**config.mk**
```make
export PLATFORM = sky130hd
export DESIGN_NAME = apb_reg_slave_flat
export DESIGN_NICKNAME = d
export VERILOG_FILES = /design/src/rtl/apb_reg_slave_if.sv /design/src/rtl/apb_reg_slave.sv /design/src/flat_wrapper.sv
export SDC_FILE = /design/constraint.sdc
export NUM_CORES = 1
export LEC_CHECK = 0
export ABC_AREA = 0
export CELL_PAD_IN_SITES_DETAIL_PLACEMENT = 1
export CELL_PAD_IN_SITES_GLOBAL_PLACEMENT = 2
export CORE_MARGIN = 10
export CORE_UTILIZATION = 45
export CTS_CLUSTER_DIAMETER = 200
export CTS_CLUSTER_SIZE = 24
export DETAILED_ROUTE_END_ITERATION = 10
export PLACE_DENSITY_LB_ADDON = 0.1
export SYNTH_ARGS = -nofsm -noshare
export SYNTH_HDL_FRONTEND = slang
export SYNTH_SLANG_ARGS = --single-unit
```
**constraint.sdc**
```tcl
create_clock -name i_clk -period 3.8 [get_ports i_clk]
set_clock_uncertainty 0.2 [all_clocks]
set_input_delay 0.57 -clock i_clk [delete_from_list [all_inputs] [get_ports i_clk]]
set_output_delay 0.57 -clock i_clk [all_outputs]
set_load 0.05 [all_outputs]
```
**src/rtl/apb_reg_slave_if.sv**
```systemverilog
`default_nettype none
// ---------------------------------------------------------------------------
// Module  : apb_reg_slave_if
// Brief   : APB3 bus bundle between a master and the apb_reg_slave bank.
// Revision: 1.0 - initial release
// ---------------------------------------------------------------------------
interface apb_reg_slave_if #(
  parameter int ADDR_WIDTH = 32,
  parameter int DATA_WIDTH = 32
);
  logic                  i_psel;
  logic                  i_penable;
  logic                  i_pwrite;
  logic [ADDR_WIDTH-1:0] i_paddr;
  logic [DATA_WIDTH-1:0] i_pwdata;
  logic                  o_pready;
  logic [DATA_WIDTH-1:0] o_prdata;
  logic                  o_pslverr;

  modport master (
    output i_psel, i_penable, i_pwrite, i_paddr, i_pwdata,
    input  o_pready, o_prdata, o_pslverr
  );

  modport slave (
    input  i_psel, i_penable, i_pwrite, i_paddr, i_pwdata,
    output o_pready, o_prdata, o_pslverr
  );
endinterface
`default_nettype wire

```
**src/rtl/apb_reg_slave.sv**
```systemverilog
`default_nettype none
// ---------------------------------------------------------------------------
// Module  : apb_reg_slave
// Brief   : Zero-wait-state APB3 slave with a bank of read/write registers.
// Revision: 1.0 - initial release
// ---------------------------------------------------------------------------
module apb_reg_slave #(
  parameter int ADDR_WIDTH = 32,
  parameter int DATA_WIDTH = 32,
  parameter int NUM_REGS   = 16
) (
  input  wire logic        i_clk,
  input  wire logic        i_reset,
  apb_reg_slave_if.slave   apb
);

  localparam int IDX_W = (NUM_REGS > 1) ? $clog2(NUM_REGS) : 1;

  logic [DATA_WIDTH-1:0] regs_q [NUM_REGS];
  logic                  pready_q,  pready_d;
  logic [DATA_WIDTH-1:0] prdata_q,  prdata_d;
  logic                  pslverr_q, pslverr_d;
  logic                  legal_q,   legal_d;
  logic [IDX_W-1:0]      idx_q,     idx_d;

  logic [11:0]           w_offset;
  logic [9:0]            w_index;
  logic                  w_legal;
  logic                  w_setup;
  logic                  w_commit;
  logic [IDX_W-1:0]      w_rd_idx;
  logic [DATA_WIDTH-1:0] w_rd_data;
  logic                  w_unused_bits;

  // Only the low 12 address bits decode, so the bank aliases at any base.
  assign w_offset      = apb.i_paddr[11:0];
  assign w_index       = w_offset[11:2];
  assign w_legal       = (w_offset[1:0] == 2'b00) && ({1'b0, w_index} < 11'(NUM_REGS));
  assign w_setup       = apb.i_psel & ~apb.i_penable;
  assign w_commit      = apb.i_psel & apb.i_penable & pready_q & apb.i_pwrite & legal_q;
  assign w_rd_idx      = w_legal ? w_index[IDX_W-1:0] : '0;
  assign w_rd_data     = regs_q[w_rd_idx];
  assign w_unused_bits = ^{apb.i_paddr, w_index};

  always_comb begin
    pready_d  = w_setup;
    prdata_d  = '0;
    pslverr_d = w_setup & ~w_legal;
    legal_d   = w_setup & w_legal;
    idx_d     = idx_q;
    if (w_setup) begin
      idx_d = w_rd_idx;
      if (w_legal && !apb.i_pwrite) begin
        prdata_d = w_rd_data;
      end
    end
  end

  always_ff @(posedge i_clk) begin
    if (i_reset) begin
      pready_q  <= 1'b0;
      prdata_q  <= '0;
      pslverr_q <= 1'b0;
      legal_q   <= 1'b0;
      idx_q     <= '0;
    end else begin
      pready_q  <= pready_d;
      prdata_q  <= prdata_d;
      pslverr_q <= pslverr_d;
      legal_q   <= legal_d;
      idx_q     <= idx_d;
    end
  end

  // The index latched in setup selects the target, so a write lands at the A-edge.
  always_ff @(posedge i_clk) begin
    if (i_reset) begin
      for (int r = 0; r < NUM_REGS; r++) begin
        regs_q[r] <= '0;
      end
    end else if (w_commit) begin
      regs_q[idx_q] <= apb.i_pwdata;
    end
  end

  assign apb.o_pready  = pready_q;
  assign apb.o_prdata  = prdata_q;
  assign apb.o_pslverr = pslverr_q;

endmodule
`default_nettype wire

```
**src/flat_wrapper.sv**
```systemverilog
// flat-port wrapper written by rule: the top's interface ports become plain ports
module apb_reg_slave_flat 
#(
  parameter int ADDR_WIDTH = 32,
  parameter int DATA_WIDTH = 32,
  parameter int NUM_REGS   = 16
)
  (i_clk, i_reset, apb_i_psel, apb_i_penable, apb_i_pwrite, apb_i_paddr, apb_i_pwdata, apb_o_pready, apb_o_prdata, apb_o_pslverr);
  apb_reg_slave_if #(.ADDR_WIDTH(ADDR_WIDTH), .DATA_WIDTH(DATA_WIDTH)) apb_i ();
  input  wire logic i_clk;
  input  wire logic i_reset;
  input wire logic [$bits(apb_i.i_psel)-1:0] apb_i_psel;
  input wire logic [$bits(apb_i.i_penable)-1:0] apb_i_penable;
  input wire logic [$bits(apb_i.i_pwrite)-1:0] apb_i_pwrite;
  input wire logic [$bits(apb_i.i_paddr)-1:0] apb_i_paddr;
  input wire logic [$bits(apb_i.i_pwdata)-1:0] apb_i_pwdata;
  output wire logic [$bits(apb_i.o_pready)-1:0] apb_o_pready;
  output wire logic [$bits(apb_i.o_prdata)-1:0] apb_o_prdata;
  output wire logic [$bits(apb_i.o_pslverr)-1:0] apb_o_pslverr;
  assign apb_i.i_psel = apb_i_psel;
  assign apb_i.i_penable = apb_i_penable;
  assign apb_i.i_pwrite = apb_i_pwrite;
  assign apb_i.i_paddr = apb_i_paddr;
  assign apb_i.i_pwdata = apb_i_pwdata;
  assign apb_o_pready = apb_i.o_pready;
  assign apb_o_prdata = apb_i.o_prdata;
  assign apb_o_pslverr = apb_i.o_pslverr;
  apb_reg_slave #(.ADDR_WIDTH(ADDR_WIDTH), .DATA_WIDTH(DATA_WIDTH), .NUM_REGS(NUM_REGS)) u_core (.i_clk(i_clk), .i_reset(i_reset), .apb(apb_i));
endmodule
```
-- Word level (Yosys, flattened, before mapping)
Memories as Yosys holds them, arrays and structs flattened. A register that Yosys moved wholly into a read port is not among the register bits.
Cells that the tools add are included.
- reductions and logical operators: 6
- bitwise operators: 11
- multiplexer cells: 9
- magnitude comparators: 1
- operators by type and width (cell ; count):
    32-bit 2-to-1 mux ; 1
    32-bit OR reduction ; 1
    10-bit by 5-bit less-than comparator with 1-bit output, second input constant ; 1
    4-bit 2-to-1 mux ; 2
    1-bit AND ; 7
    1-bit 2-to-1 mux ; 6
    1-bit inverter ; 4
    3-bit OR reduction ; 1
    1-bit logical AND ; 2
    2-bit logical NOT ; 1
    1-bit logical NOT ; 1
- RAM bits: 512
- logic and storage cells: 32
- output and inout bits: 34
- bits of input ports: 69
- bits in registers: 7
- memories: 1
- memories (memory ; depth ; bits a word ; rd ports ; clocked after memory_dff ; wr ports ; RTL line ; source):
    u_core.regs_q ; 16 ; 32 ; 1 ; 1 ; 16 ; apb_reg_slave.sv:19 ; logic [DATA_WIDTH-1:0] regs_q [NUM_REGS];

-- Longest topological paths before layout
- depth in word-level cells: 9
- gate-level depth with buffers: 8

-- Least setup slack after synthesis
Ideal clock, no wire load.
- kind: register -> register
- start point: reg u_core.pready_q (netlist: u_core.apb.o_pready)
- end point: mem u_core.regs_q[0][0], enable pin
- setup slack: 1.273 ns
- required time: 3.225 ns
- setup time: 0.375 ns
- arrival: 1.953 ns
- period minus slack after synthesis: 2.527 ns
- cell stages (with the launch flop): 5
- cells stage by stage: dfxtp_1 > and4b_1 > nand4bb_1 > nor3_1 > or2_2
- RTL lines (item ; RTL line ; source):
    from (decl) ; apb_reg_slave.sv:20 ; logic pready_q, pready_d;
    from (signal assigned) ; apb_reg_slave.sv:67 ; pready_q <= pready_d;
    to (decl) ; apb_reg_slave.sv:19 ;

==> run summary <==
Max-cap violations in this run came to 0. For this run, design rule violations remaining after detail routing come to 0. The internal power came out at 8410 uW.

The horizontal die dimension came out at 260 microns. Setup total negative slack on the finished layout was measured at 0 ns. The placement row count is a little under 90. The routed length per placed instance came out at roughly 30 microns.

The TritonCTS buffer count came out at 26. The power per cell area is 380 mW/mm^2. STA puts the critical path data required time at 3.87 ns. The static power due to leakage came out at 0.0101 uW. The largest net degree at the start of global routing came out at 80.

The tightest slew margin relative to the limit came out at a little over half. In this run the deepest clock path goes through 3 buffers. The number of buffers added to fix hold violations after cts came out at 0.

The share of cells above drive strength 1 is 14.5%. The die covers 0.0677 sq mm. The final layout net count is slightly above 2000. The sequential power share came out at a little over three fifths. The cell count after placement is around 2700. The number of levels the H-tree was split into came out at 1. The growth of design area from synthesis to finish came out at 10.9%. In this run the vertical extent of the chip is 260 microns. The initial antenna violation count is 10. The total overflow left after global routing is 0. The most used flip-flop cell after synthesis is sky130_fd_sc_hd__edfxtp_1. After synthesis the netlist holds a flip-flop and latch count of approximately 550.

The clock net sink count is between 500 and 600. After detailed routing, the number of vias per cell comes to ~6.1. The synthesized cell area is approximately 0.026 sq mm. The final period utilization came out at roughly three quarters. The combinational share of power came out at under 10%. The clock share of power came out at 29.9%. The number of buffers added on ports came out at 82. The detailed placement HPWL is about 50 mm. The aggregate routed wire length came out at about 82 mm.

The routability congestion estimate is ~0.8. The synthesized area per cell is approximately 13 sq um. In this run the most critical hold path is launched from apb_i_paddr[2]. Synthesis produced a netlist with a net count of between 2000 and 2500. OpenSTA, run right after detailed placement, puts the worst setup slack at about 0.33 ns. Global routing used 23.8% of the available tracks. The placement-stage cell area is approximately 0.028 sq mm. The post-synthesis cell type count came out at 48. In this run the critical register-to-register path is launched from u_core.apb.o_pready. The post-route minimum period came out at about 2.9 ns. The share of async-settable or async-resettable flops after synthesis is 0%.

The later pin in the worst-skew pair is clocked with a latency of 0.61 ns. The worst setup path is launched from a primary input. Across all register-to-register paths, the minimum setup slack is roughly 1.3 ns. The detailed router placed about 17000 vias in this run. The first detailed-routing pass ran for 5 iterations. The final-report hold violation count came out at 0. The fraction of power spent switching nets is between 20 and 25%. The first routing iteration left between 1500 and 2000 violations. The finished layout cell area is between 0.02 and 0.03 sq mm. In this run, synthesis inferred approximately 510 flip-flops with an integrated enable. The floorplan core area is roughly 0.057 sq mm.

The end of the worst hold path is u_core.idx_q[0]. The worst-case setup margin in the final layout came out at approximately 0.94 ns. The number of global-route vias before repair is roughly 18000. The run finished with clean final reports. The sequential share of the synthesized area came out at between 60 and 70%.

The worst flop-to-flop path endpoint is u_core.regs_q[7][15]. The actual slew at the worst max-slew pin is approximately 0.69 ns. After clock tree synthesis, the clock-pin slew on the worst setup and hold paths is ~0.11 ns. The initial cell density of the core came out at approximately 46%. The max-slew violation total from the final report is 0.

STA classifies the critical path endpoint as a register. During I/O placement, the number of pins put on the boundary was a little over 100. The gate count of the mapped netlist is between 1500 and 2000. The cell depth of the worst hold path is 3. The number of setup buffers added after CTS is 0. The critical path is of the in -> reg type.

The final count of negative-setup-slack endpoints is 0. The Yosys step of the flow raised 0 warnings. The overall power after layout is 10900 uW. Along the worst path, the maximum fanout reaches 32. The analysis attributes to net switching a power of roughly 2500 uW.

The remaining antenna violation count after routing came out at 0. The arrival time at the worst endpoint came out at 2.93 ns. The kind of path behind the tightest hold check is in -> reg. TritonCTS built the clock tree. The maximum frequency from static timing analysis came out at about 350 MHz.

Setup repair after global routing left no endpoint under its margin. The number of standard cells in the layout, taps in and fillers out came out at approximately 2800. After clock tree synthesis, the repair step resized 0 gates. The worst IR drop on VDD came out at 361 uV. In this run the clock root is driven by a sky130_fd_sc_hd__clkbuf_16. The first global-routing pass estimated about 120 mm of wire. The depth of the worst register-to-register path came out at 5.
## flip-flops by register name (all words and copies together), names as in the netlist
| signal | flops |
|---|---|
| u_core.legal_q | 1 |
| u_core.apb.o_pready | 1 |
| u_core.apb.o_prdata | 32 |
| u_core.regs_q | 512 |
| u_core.apb.o_pslverr | 1 |
| u_core.idx_q | 4 |
## through the flow
stage	utilization (%)	hold WS (ns)
2_1_floorplan	-	0.261
3_3_place_gp	49.4	0.283
3_5_place_dp	49.4	0.301
4_1_cts	50.8	0.173
5_1_grt	50.8	0.208
6_report	50.8	0.201
## synthesized netlist by cell type (34+ instances only)
library cell / instances / area [sq um]
sky130_fd_sc_hd__nand4_1: 34 / 213
sky130_fd_sc_hd__o21ai_0: 63 / 315
sky130_fd_sc_hd__a31oi_1: 38 / 238
sky130_fd_sc_hd__mux2_2: 106 / 1190
sky130_fd_sc_hd__clkbuf_1: 152 / 571
sky130_fd_sc_hd__a211oi_1: 46 / 345
sky130_fd_sc_hd__nor2b_1: 44 / 275
sky130_fd_sc_hd__edfxtp_1: 512 / 15400
sky130_fd_sc_hd__and2_1: 513 / 3210
sky130_fd_sc_hd__a21oi_1: 53 / 265
sky130_fd_sc_hd__dfxtp_1: 39 / 781
## worst max-delay path, stage by stage
cell and delay [ns]:
sky130_fd_sc_hd__clkdlybuf4s50_1 0.62, sky130_fd_sc_hd__and4b_1 0.42, sky130_fd_sc_hd__nand4_1 0.41, sky130_fd_sc_hd__nor2_4 0.40
sky130_fd_sc_hd__or2_2 0.20, sky130_fd_sc_hd__buf_12 0.26
## cell usage in the layout (no fill, tap or decap), types with 31 or more instances in the layout
cell / Yosys / routed
sky130_fd_sc_hd__a211oi_1: 46 / 46
sky130_fd_sc_hd__a21oi_1: 53 / 53
sky130_fd_sc_hd__a22oi_1: 31 / 31
sky130_fd_sc_hd__a31oi_1: 38 / 38
sky130_fd_sc_hd__a41oi_1: 32 / 32
sky130_fd_sc_hd__and2_1: 513 / 513
sky130_fd_sc_hd__buf_4: 1 / 64
sky130_fd_sc_hd__clkdlybuf4s50_1: 0 / 79
sky130_fd_sc_hd__dfxtp_1: 39 / 39
sky130_fd_sc_hd__edfxtp_1: 512 / 512
sky130_fd_sc_hd__mux2_2: 106 / 106
sky130_fd_sc_hd__mux2i_1: 32 / 32
sky130_fd_sc_hd__nand4_1: 34 / 34
sky130_fd_sc_hd__nor2b_1: 44 / 42
sky130_fd_sc_hd__o21ai_0: 63 / 63
sky130_fd_sc_hd__o221ai_1: 31 / 31
## worst max-delay path by stage
stage	start	to	slack [ns]	depth (start not counted)
after floorplan	u_core.apb.o_pready	u_core.regs_q[0][0]	1.27	4
after global placement	i_reset	u_core.regs_q[7][11]	0.42	6
after detailed placement	i_reset	u_core.regs_q[6][11]	0.33	6
after CTS	i_reset	u_core.regs_q[6][1]	0.96	6
after global routing	i_reset	u_core.regs_q[6][1]	0.91	6
final	i_reset	u_core.regs_q[7][15]	0.94	6
## power groups by stage
stage | Sequential (uW) | Clock [uW] | Combinational (uW)
2_1_floorplan | 6950 | 0 | 460
3_3_place_gp | 6950 | 0 | 833
3_5_place_dp | 6970 | 0 | 848
4_1_cts | 6830 | 3310 | 851
5_1_grt | 6840 | 3510 | 904
6_report | 6830 | 3280 | 841
## layout make-up
class | instances | area [sq um]
antenna | 4 | 10.0
tap | 756 | 946
inverter | 2 | 7.51
sequential | 551 | 16200
fill | 5529 | 27900
timing repair buffer | 171 | 1810
multi-input combinational | 1230 | 9120
clock buffer | 46 | 747
## cell families after synthesis
family | share of synthesized area (%)
buffers and inverters | 3.16
AOI/OAI and AO/OA | 10.6
and+or+nand+nor | 16.6
muxes | 7.39
DFF | 62.2
## metal layers
| layer | vias to the layer above | share of wire [%] | GRT usage (%) |
|---|---|---|---|
| met5 | - | 0 | 0 |
| met4 | 0 | 3.3 | 8.09 |
| met3 | 112 | 4.5 | 2.36 |
| met2 | 491 | 49 | 40.7 |
| met1 | 8908 | 43 | 31.3 |
| li1 | 7396 | - | - |
No activity file was read; power rests on OpenSTA's default activity.
